**src/rtl/plab4_net_router_pkg.sv**
```systemverilog
// Shared constants for the ring router: port indices, port count, domain width,
// and the priority rotation helper used by the output arbiters.
package plab4_net_router_pkg;

    localparam int c_num_ports    = 3;
    localparam int c_domain_nbits = 1;

    localparam logic [1:0] c_port_prev = 2'd0;
    localparam logic [1:0] c_port_term = 2'd1;
    localparam logic [1:0] c_port_next = 2'd2;

    // Next priority after a grant: the input just above the winner goes first.
    function automatic logic [c_num_ports-1:0] rotl_prio(input logic [c_num_ports-1:0] winner);
        return {winner[c_num_ports-2:0], winner[c_num_ports-1]};
    endfunction

endpackage

```
**src/rtl/plab4_net_rr_arb3.sv**
```systemverilog
// Combinational 3-way round-robin pick: search upward from the one-hot
// priority index, wrapping 2->0, and return the one-hot winner and its index.
module plab4_net_rr_arb3
    import plab4_net_router_pkg::*;
(
    input  logic [c_num_ports-1:0] eligible,
    input  logic [c_num_ports-1:0] prio,
    output logic [c_num_ports-1:0] winner,
    output logic [1:0]             sel
);

    always_comb begin
        winner = '0;
        case (prio)
            3'b010: begin
                if      (eligible[1]) winner = 3'b010;
                else if (eligible[2]) winner = 3'b100;
                else if (eligible[0]) winner = 3'b001;
            end
            3'b100: begin
                if      (eligible[2]) winner = 3'b100;
                else if (eligible[0]) winner = 3'b001;
                else if (eligible[1]) winner = 3'b010;
            end
            // Non-one-hot priority cannot occur from reset; treat it as 3'b001.
            default: begin
                if      (eligible[0]) winner = 3'b001;
                else if (eligible[1]) winner = 3'b010;
                else if (eligible[2]) winner = 3'b100;
            end
        endcase
    end

    always_comb begin
        sel = c_port_prev;
        if (winner[1])      sel = c_port_term;
        else if (winner[2]) sel = c_port_next;
    end

endmodule

```
**src/rtl/plab4_net_router_output_ctrl.sv**
```systemverilog
// Per-output-port arbitration for the ring router with an optional two-domain
// time-division mode that keeps separate round-robin state per domain.
module plab4_net_router_output_ctrl
    import plab4_net_router_pkg::*;
#(
    parameter int p_num_inputs  = 3,
    parameter int p_tdm_en      = 0,
    parameter int p_slot_cycles = 8
) (
    input  logic                      clk,
    input  logic                      reset,
    input  logic [p_num_inputs-1:0]   reqs,
    input  logic [p_num_inputs-1:0]   in_domain,
    output logic                      out_val,
    input  logic                      out_rdy,
    output logic [p_num_inputs-1:0]   grants,
    output logic [1:0]                sel,
    output logic [c_domain_nbits-1:0] cur_domain
);

    localparam int c_slot_nbits = (p_slot_cycles > 1) ? $clog2(p_slot_cycles) : 1;
    localparam logic [c_slot_nbits-1:0] c_slot_last = c_slot_nbits'(p_slot_cycles - 1);

    logic [p_num_inputs-1:0]   prio0;
    logic [p_num_inputs-1:0]   prio1;
    logic [p_num_inputs-1:0]   prio;
    logic [p_num_inputs-1:0]   eligible;
    logic [p_num_inputs-1:0]   winner;
    logic [1:0]                win_sel;
    logic [c_slot_nbits-1:0]   slot_cnt;
    logic [c_domain_nbits-1:0] domain;
    logic                      xfer;

    // Off-slot requests are masked before arbitration so they never touch priority.
    assign eligible = (p_tdm_en != 0) ? (reqs & ~(in_domain ^ {p_num_inputs{domain}})) : reqs;
    assign prio     = (p_tdm_en != 0 && domain == 1'b1) ? prio1 : prio0;

    plab4_net_rr_arb3 arb (
        .eligible (eligible),
        .prio     (prio),
        .winner   (winner),
        .sel      (win_sel)
    );

    assign out_val    = reset & (|eligible);
    assign grants     = reset ? (winner & {p_num_inputs{out_rdy}}) : '0;
    assign sel        = reset ? win_sel : 2'd0;
    assign cur_domain = domain;
    assign xfer       = out_val & out_rdy;

    always_ff @(posedge clk) begin
        if (!reset) begin
            prio0 <= 3'b001;
            prio1 <= 3'b001;
        end else if (xfer) begin
            if (p_tdm_en != 0 && domain == 1'b1) prio1 <= rotl_prio(winner);
            else                                 prio0 <= rotl_prio(winner);
        end
    end

    // Slot timing is free-running so it leaks nothing about traffic.
    always_ff @(posedge clk) begin
        if (!reset) begin
            slot_cnt <= '0;
            domain   <= '0;
        end else if (p_tdm_en != 0) begin
            if (slot_cnt == c_slot_last) begin
                slot_cnt <= '0;
                domain   <= ~domain;
            end else begin
                slot_cnt <= slot_cnt + c_slot_nbits'(1);
            end
        end
    end

endmodule

```
**config.mk**
```make
export PLATFORM = sky130hd
export DESIGN_NAME = plab4_net_router_output_ctrl
export DESIGN_NICKNAME = d
export VERILOG_FILES = /design/src/rtl/plab4_net_router_pkg.sv /design/src/rtl/plab4_net_rr_arb3.sv /design/src/rtl/plab4_net_router_output_ctrl.sv
export SDC_FILE = /design/constraint.sdc
export NUM_CORES = 1
export LEC_CHECK = 0
export CORE_AREA = 8 8 45 47
export CTS_BUF_LIST = sky130_fd_sc_hd__clkbuf_4
export DETAILED_ROUTE_END_ITERATION = 8
export DIE_AREA = 0 0 53 55
export PLACE_DENSITY = 0.51
export SKIP_CTS_REPAIR_TIMING = 1
export SLEW_MARGIN = 20
export SYNTH_ARGS = -nofsm -noshare
export SYNTH_HDL_FRONTEND = slang
export SYNTH_SLANG_ARGS = --single-unit
```
**constraint.sdc**
```tcl
create_clock -name clk -period 2.05 [get_ports clk]
set_input_delay 0.41 -clock clk [delete_from_list [all_inputs] [get_ports clk]]
set_output_delay 0.41 -clock clk [all_outputs]
set_load 0.005 [all_outputs]
```
# Word level (Yosys, flattened, before mapping)
# Index checks and enable logic that the tools add are counted.
# Widths: inputs -> output; s select.
# word_totals
register_bits	3
inputBits	9
output_inout_bits	7
word_cells	21
# classes
n_eq_ne	2
mux	14
bitwise	3
n_reduce_logical	1
# ops
operator	count
$mux 3	8
$mux 2	4
$pmux 3 s2	1
$and 3x3->3	1
$eq 3x2->1 const B	1
$eq 3x3->1 const B	1
$reduce_or 3->1	1
$and 1x1->1	2
$mux 1	1

# Logic depth before layout (Yosys ltp)
# Gate-level depths: netlist (run 1).
# logic_depth
word_depth	7
depth_mapped	3
ltp_nobuf	3

# Modules after synthesis
# A second synthesis (run 1) with hierarchy kept.
# unflattened
hier_cells	33
hier_area_um2	322.8
# by_module_without_submodules
mod	n_inst	cells_per_inst	area_each_um2	seq_area_each_um2
plab4_net_router_output_ctrl	1	20	202.7	60.1
plab4_net_rr_arb3	1	13	120.1	0.0

# Worst setup path before layout (run 1)
# OpenSTA, ideal clock, no wires.
# synth_timing
path_type	input to output
from	in reqs[1]
to	out grants[2]
t_arrival_ps	894
t_required_ps	1640
path_slack_ps	746
stages	3
path_buffers	0
cell_sequence	nor3b_1 o311ai_2 nor2_1
# synth_via
elab_chain_cells	5
word_cells_on_any_way	6
classes_between	5 x mux; 1 x bitwise
# synth_lines
item	line	rtl
start, declared	plab4_net_router_output_ctrl.sv:12	input logic [p_num_inputs-1:0] reqs,
$mux 3	plab4_net_rr_arb3.sv:28	else if (eligible[1]) winner = 3'b010;
$mux 3	plab4_net_rr_arb3.sv:27	if (eligible[0]) winner = 3'b001;
$pmux 3 s2 *	plab4_net_rr_arb3.sv:14	case (prio)
$and 3x3->3 *	plab4_net_router_output_ctrl.sv:46	assign grants = reset ? (winner & {p_num_inputs{out_rdy}}) : '0;
$mux 3 *	plab4_net_router_output_ctrl.sv:46	
end, declared	plab4_net_router_output_ctrl.sv:16	output logic [p_num_inputs-1:0] grants,
# Every way passes the cells marked *; elsewhere a longest branch is shown, timed or not.

# Worst setup path after layout (run 1)
# layout_timing
from	reg prio0[0] (netlist: prio[0])
to	out sel[0]
# layout_via
elab_chain_cells	4
word_cells_on_any_way	5
classes_between	2 x eq/ne; 3 x mux
# layout_lines
item	line	rtl
start, declared	plab4_net_router_output_ctrl.sv:24	logic [p_num_inputs-1:0] prio0;
start signal, assigned	plab4_net_router_output_ctrl.sv:57	else prio0 <= rotl_prio(winner);
$eq 3x3->1 or $eq 3x2->1 (tied branches)	plab4_net_rr_arb3.sv:14	
$pmux 3 s2 *	plab4_net_rr_arb3.sv:14	
$mux 2 *	plab4_net_rr_arb3.sv:36	if (winner[1]) sel = c_port_term;
$mux 2 *	plab4_net_router_output_ctrl.sv:47	assign sel = reset ? win_sel : 2'd0;
end, declared	plab4_net_router_output_ctrl.sv:17	output logic [1:0] sel,
# Marks and branches as above.

==> results of run 1 <==
==> layout make-up <==
type,instances,area [µm²],area share [%]
well taps,16,20.0,3.75
multi-input cells,28,204,38.2
clock buffers,4,30.0,5.62
inverters,3,11.3,2.11
flip-flops and latches,3,63.8,11.9
repair buffers,22,205,38.4
==> worst max path at each step <==
stage | from | to | slack, ns
floorplan | reqs[1] | grants[2] | 0.75
global placement | reqs[0] | grants[2] | -0.32
detailed placement | reqs[0] | sel[1] | -0.31
CTS | reqs[0] | sel[1] | -0.31
global route | prio[2] | sel[0] | 0.02
finish | prio[0] | sel[0] | 0.09
==> cells in the final DEF (no fill, tap or decap) <==
master and instances:
sky130_fd_sc_hd__clkbuf_4 4, sky130_fd_sc_hd__nor4b_4 1, sky130_fd_sc_hd__a21oi_1 2, sky130_fd_sc_hd__nand3b_1 1, sky130_fd_sc_hd__nor2b_1 1, sky130_fd_sc_hd__dlymetal6s2s_1 7
sky130_fd_sc_hd__o21ai_2 1, sky130_fd_sc_hd__nand2_1 2, sky130_fd_sc_hd__nor2_4 1, sky130_fd_sc_hd__nor3_1 2, sky130_fd_sc_hd__clkdlybuf4s50_1 3, sky130_fd_sc_hd__dfxtp_2 3
sky130_fd_sc_hd__buf_4 11, sky130_fd_sc_hd__o31ai_1 3, sky130_fd_sc_hd__inv_1 3, sky130_fd_sc_hd__nor3b_2 1, sky130_fd_sc_hd__nand3_1 2, sky130_fd_sc_hd__nor3_2 1
sky130_fd_sc_hd__o21ai_0 1, sky130_fd_sc_hd__conb_1 1, sky130_fd_sc_hd__nor2_1 4, sky130_fd_sc_hd__clkbuf_2 1, sky130_fd_sc_hd__o311ai_2 1, sky130_fd_sc_hd__nand3_2 1
sky130_fd_sc_hd__a21oi_2 1, sky130_fd_sc_hd__o21ai_1 1
==> worst min-delay path: stages <==
cell and delay [ns]:
sky130_fd_sc_hd__dlymetal6s2s_1 0.16, sky130_fd_sc_hd__inv_1 0.08, sky130_fd_sc_hd__o21ai_2 0.05
==> report_power, final <==
group          total [mW]  switching [mW]  internal [mW]
combinational      0.0665          0.0286         0.0379
sequential         0.0702         0.00686         0.0633
clock               0.121          0.0345         0.0864
==> metal layers <==
metal  track usage (%)  vias up  wire, µm
li1                  -      174         -
met1              6.96      147       378
met4              5.17        0         0
met3              3.21        0        47
met2              8.40        8       454
met5                 0        -         0
==> stage by stage <==
step                      worst slack (ns)  utilization [%]  hold WS, ns  power [mW]
final                               0.0899             38.6        0.508       0.258
after global routing                0.0170             38.6        0.521       0.277
after CTS                           -0.307             34.4        0.542       0.255
after detailed placement            -0.306             32.3        0.533       0.132
after global placement              -0.316             32.3        0.530       0.132
after floorplan                      0.746                -        0.488      0.0899
==> cells by family after synthesis <==
| logic type | count (synthesis) | share of synthesized area, % |
|---|---|---|
| and+or+nand+nor | 17 | 35.8 |
| AOI/OAI and AO/OA | 10 | 30.1 |
| buffers and inverters | 4 | 7.77 |
| DFF | 3 | 24.9 |
| other | 1 | 1.55 |
==> out/results.md, run 1 <==
## Logic synthesis
* **largest cells by area after synthesis** sky130_fd_sc_hd__dfxtp_1 (25%), sky130_fd_sc_hd__o31ai_1 (9.3%), sky130_fd_sc_hd__nor2_1 (7.8%), sky130_fd_sc_hd__o311ai_2 (6.7%), sky130_fd_sc_hd__a21oi_1 (6.2%)
* **summed instance area of the synthesized netlist** 241 µm²
* **number of enable-type register cells in the synthesized netlist** 0
* **Synth top area share** 24.9%
* **synthesized area divided by synthesized cell count** 6.90 µm²
* **top_reg_cell synth** sky130_fd_sc_hd__dfxtp_1
* **count of unique library cells instantiated by Yosys** 17
* **number of flip-flops and latches in the synthesized netlist** 3
* **cell taking the most area after synthesis** sky130_fd_sc_hd__dfxtp_1
* **share of flip-flops with an asynchronous set or reset** 0%
* **number of warning messages in the yosys log** 0
* **net count of the mapped netlist** 44
* **part of the Yosys area used for sequential elements** 24.9%
* **Post-Syn Instances** 35
* **most instantiated library cell after synthesis** sky130_fd_sc_hd__nor2_1

## Critical path
* **type of the worst setup path** flip-flop to primary output
* **kind of cell with the highest combined delay on the critical path** buffers and inverters
* **worst reg2reg path startpoint** prio[2]
* **capture instance of the worst register-to-register path** prio[0]
* **data required time at the worst endpoint** 1.64 ns
* **sequence of cells on the critical path** nand3b_1, a21oi_2, nor3_1, clkdlybuf4s50_1
* **crit path buf inv count** 1
* **depth of the worst register-to-register path** 4
* **critical path startpoint category** flip-flop
* **CP Depth** 4
* **Largest stage delay, worst path** 0.53 ns
* **arrival time worst endpoint** 1.55 ns
* **CP max-delay cell** sky130_fd_sc_hd__clkdlybuf4s50_1
* **kind of capture point of the worst setup path** primary output
* **largest driver fanout on the critical path** 5
* **register-to-register setup slack** 0.86 ns

## Power and ir drop
* **power density over the cells** 482 nW/µm²
* **total leakage power** 0.300 nW
* **Max IR drop VDD** 0.111 mV

## Cells and area
* **post-route cell area** 534 µm²
* **Post-Layout Cell Count** 76
* **antenna diode count** 0
* **area growth from synthesis to layout** 121%
* **number of filler instances in the final layout** 153
* **max FFs per register** 3
* **# nets final** 70
* **share of layout cells above drive strength 1** 45.0%

## GRT
* **All-Layer GR Usage** 6.16%
* **overflow left after global routing** 0
* **antenna violations before repair** 0
* **largest net degree at the start of global routing** 7
* **vias in the first global route** 337
* **wire length of the first global-routing pass** 1310 µm

## CTS
* **number of H-tree levels** 1
* **Clock Latency Late Sink** 0.24 ns
* **CTS tree** yes
* **clock sink count** 3
* **clock transition at the register clock pins on the worst setup and hold paths after CTS** 0.04 ns
* **clk buf depth** 2
* **total CTS buffers** 3
* **clock root buffer** sky130_fd_sc_hd__clkbuf_4

## Route
* **detailed-route wire length per cell** 11.6 µm
* **remaining number of nets flagged by the antenna check after routing** 0
* **vias after detailed routing** 329
* **number of design rule violations left after detail routing** 0
* **violation count after the first detailed-route iteration** 1
* **drt pass-1 iters** 2
* **Routed WL** 879 µm
* **vias per cell** 4.33

## Place
* **final weighted congestion of routability-driven global placement** 0.759
* **placed inst area** 447 µm²
* **port bufs** 11
* **estimated wirelength of the detail-placed design** 629 µm
* **cell total after placement** 72

## Timing
* **final critical-path required period** 1.96 ns
* **fraction of the cycle the final worst path needs** 95.6%
* **worst clock skew on the final layout** 0.00478 ns
* **setup repair after global routing missed its margin** no
* **final hold vios** 0
* **maximum frequency from static timing analysis** 510 MHz
* **Final Slew Violations** 0
* **total negative setup slack** 0 ns
* **number of setup violations in the final report** 0

## Worst hold path
* **Worst Hold Endpoint** prio[0]
* **startpoint of the worst hold path** out_rdy
* **class of the most critical hold timing path** primary input to flip-flop
* **cell depth of the worst min-delay path** 3

## Floorplanning
* **count of pins on the block boundary** 16
* **Core Footprint** 1380 µm²
* **Total Die Area** 2920 µm²
* **# rows** 14
* **starting density of the core** 17.5%
* **DIE WIDTH** 53 µm
* **die extent in y** 55 µm

## Outcome
* **status** completed

## Run
* **reported max-cap violation count** 0

Note: power is estimated with default switching activity, not from simulation.
==> run 2: changes to the inputs <==
--- a/config.mk
+++ b/config.mk
@@ -7,8 +7,10 @@
 export LEC_CHECK = 0
 export CORE_AREA = 8 8 45 47
 export CTS_BUF_LIST = sky130_fd_sc_hd__clkbuf_4
+export CTS_CLUSTER_DIAMETER = 150
 export DETAILED_ROUTE_END_ITERATION = 8
 export DIE_AREA = 0 0 53 55
+export GPL_TIMING_DRIVEN = 0
 export PLACE_DENSITY = 0.51
 export SKIP_CTS_REPAIR_TIMING = 1
 export SLEW_MARGIN = 20
==> run 2 against run 1 <==
Against the previous run: clock-buffer cell count did not move; sequential share of layout area rose by 2.0 points; cell count fell by 13%; design area fell by 16%; wire length fell by 6.9%; critical path type is now primary input to primary output; highest routed layer is now met4.
==> out/results.md, run 2 (same netlist as run 1, synthesis figures left out) <==
## Power and ir drop
* **power density over the cells** 532 nW/µm², was 482 nW/µm²
* **total leakage power** 0.275 nW, was 0.300 nW
* **post-route total power** 0.239 mW, was 0.258 mW
* **Max IR drop VDD** 0.0961 mV, was 0.111 mV

## GRT
* **largest net degree at the start of global routing** 7, unchanged
* **All-Layer GR Usage** 6.55%, was 6.16%
* **wire length of the first global-routing pass** 1360 µm, was 1310 µm
* **antenna violations before repair** 0, unchanged
* **vias in the first global route** 315, was 337
* **overflow left after global routing** 0, unchanged

## Timing
* **final hold slack** 0.514 ns, was 0.508 ns
* **fraction of the cycle the final worst path needs** 94.3%, was 95.6%
* **number of setup violations in the final report** 0, unchanged
* **Final Slew Violations** 0, unchanged
* **maximum frequency from static timing analysis** 517 MHz, was 510 MHz
* **final critical-path required period** 1.93 ns, was 1.96 ns
* **setup repair after global routing missed its margin** yes, was no
* **final hold vios** 0, unchanged
* **worst clock skew on the final layout** 0.00150 ns, was 0.00478 ns

## CTS
* **number of H-tree levels** 1, unchanged
* **clock sink count** 3, unchanged
* **Clock Latency Late Sink** 0.23 ns, was 0.24 ns
* **clk buf depth** 2, unchanged
* **CTS tree** yes, unchanged
* **clock transition at the register clock pins on the worst setup and hold paths after CTS** 0.04 ns, about the same
* **total CTS buffers** 3, unchanged
* **clock root buffer** sky130_fd_sc_hd__clkbuf_4, unchanged

## Place
* **port bufs** 11, unchanged
* **cell total after placement** 62, was 72
* **estimated wirelength of the detail-placed design** 605 µm, was 629 µm
* **placed inst area** 372 µm², was 447 µm²
* **final weighted congestion of routability-driven global placement** 0.754, was 0.759

## Critical path
* **CP max-delay cell** sky130_fd_sc_hd__clkdlybuf4s50_1, unchanged
* **depth of the worst register-to-register path** 3, was 4
* **kind of capture point of the worst setup path** primary output, unchanged
* **largest driver fanout on the critical path** 6, was 5
* **data required time at the worst endpoint** 1.64 ns, about the same
* **sequence of cells on the critical path** dlymetal6s2s_1, nor2_2, nor4b_2, nor3_2, clkdlybuf4s50_1, was nand3b_1, a21oi_2, nor3_1, clkdlybuf4s50_1
* **Largest stage delay, worst path** 0.45 ns, was 0.53 ns
* **worst reg2reg path startpoint** prio[2], unchanged
* **register-to-register setup slack** 0.97 ns, was 0.86 ns
* **arrival time worst endpoint** 1.52 ns, was 1.55 ns
* **critical path startpoint category** primary input, was flip-flop
* **type of the worst setup path** primary input to primary output, was flip-flop to primary output
* **beginning of the critical path** reqs[1], was prio[0]

## Floorplanning
* **Total Die Area** 2920 µm², unchanged
* **count of pins on the block boundary** 16, unchanged
* **# rows** 14, unchanged
* **die extent in y** 55 µm, unchanged
* **DIE WIDTH** 53 µm, unchanged
* **Core Footprint** 1380 µm², unchanged
* **starting density of the core** 17.5%, unchanged

## Worst hold path
* **class of the most critical hold timing path** flip-flop to flip-flop, was primary input to flip-flop
* **startpoint of the worst hold path** prio[1], was out_rdy
* **cell depth of the worst min-delay path** 2, was 3

## Route
* **Routed WL** 818 µm, was 879 µm
* **violation count after the first detailed-route iteration** 1, unchanged
* **detailed-route wire length per cell** 12.4 µm, was 11.6 µm
* **remaining number of nets flagged by the antenna check after routing** 0, unchanged
* **vias after detailed routing** 314, was 329
* **number of design rule violations left after detail routing** 0, unchanged
* **drt pass-1 iters** 2, unchanged
* **vias per cell** 4.76, was 4.33

## Cells and area
* **number of filler instances in the final layout** 152, was 153
* **area used by multi-input combinational logic** 185 µm², was 204 µm²
* **top library cells by usage in the layout, fill and taps aside** sky130_fd_sc_hd__dlymetal6s2s_1 (9), sky130_fd_sc_hd__nor2_1 (4), sky130_fd_sc_hd__clkbuf_4 (4), was sky130_fd_sc_hd__buf_4 (11), sky130_fd_sc_hd__dlymetal6s2s_1 (7), sky130_fd_sc_hd__nor2_1 (4), sky130_fd_sc_hd__clkbuf_4 (4)
* **Post-Layout Cell Count** 66, was 76
* **post-route cell area** 449 µm², was 534 µm²
* **# nets final** 60, was 70
* **most common library cell in the layout ignoring fill and taps** sky130_fd_sc_hd__dlymetal6s2s_1, was sky130_fd_sc_hd__buf_4
* **area of all sequential standard cells** 62.6 µm², was 63.8 µm²
* **share of layout cells above drive strength 1** 28.0%, was 45.0%
* **area growth from synthesis to layout** 86.0%, was 121%
* **max FFs per register** 3, unchanged
* **antenna diode count** 0, unchanged

## Run
* **reported max-cap violation count** 0, unchanged

## Outcome
* **status** completed, unchanged

-- run 2: path summary, 6_finish.rpt --
path | end
min reg2reg | prio[1]
max reg2reg | prio[0]
max | grants[0]
min | prio[1]
-- run 2: through the flow --
stage	TNS (ns)	setup WS (ns)	util, %
after floorplan	0	0.746	-
after global placement	-1.62	-0.368	26.9
after detailed placement	-1.59	-0.354	26.9
after CTS	-1.64	-0.368	29.0
after global routing	-0.00832	-0.00832	32.5
final	0	0.116	32.5
-- run 2: area by class of cell --
class / instances / share of cell area, %
plain buffers: 1 / 1.67
clock buffers: 4 / 6.69
inverters: 3 / 2.51
multi-input cells: 28 / 41.2
flip-flops and latches: 3 / 13.9
well taps: 16 / 4.46
repair buffers: 11 / 29.5
-- run 2: critical path, delay by kind of cell --
kind | cells | cell delay, ns
buffers and inverters | 2 | 0.67
AND/OR/NAND/NOR | 3 | 0.45
-- run 2: where the power goes --
| group | total, mW | leakage [nW] | internal, mW | switching (mW) |
|---|---|---|---|---|
| Sequential | 0.0690 | 0.0256 | 0.0630 | 0.00604 |
| Clock | 0.120 | 0.0184 | 0.0863 | 0.0334 |
| Combinational | 0.0502 | 0.231 | 0.0261 | 0.0241 |
-- run 2: metal layers --
layer / track usage [%] / vias to the layer above / part of all wire, %
met3: 4.28 / 5 / 9.9
met5: 0 / - / 0
li1: - / 155 / -
met1: 6.36 / 143 / 40
met4: 6.47 / 0 / 3.1
met2: 9.18 / 11 / 47
==> run 3: changes to the inputs <==
--- a/config.mk
+++ b/config.mk
@@ -5,6 +5,7 @@
 export SDC_FILE = /design/constraint.sdc
 export NUM_CORES = 1
 export LEC_CHECK = 0
+export CAP_MARGIN = 20
 export CORE_AREA = 8 8 45 47
 export CTS_BUF_LIST = sky130_fd_sc_hd__clkbuf_4
 export CTS_CLUSTER_DIAMETER = 150
==> results of run 3 <==
Final layout, timing and power as in run 2 (identical DEF).
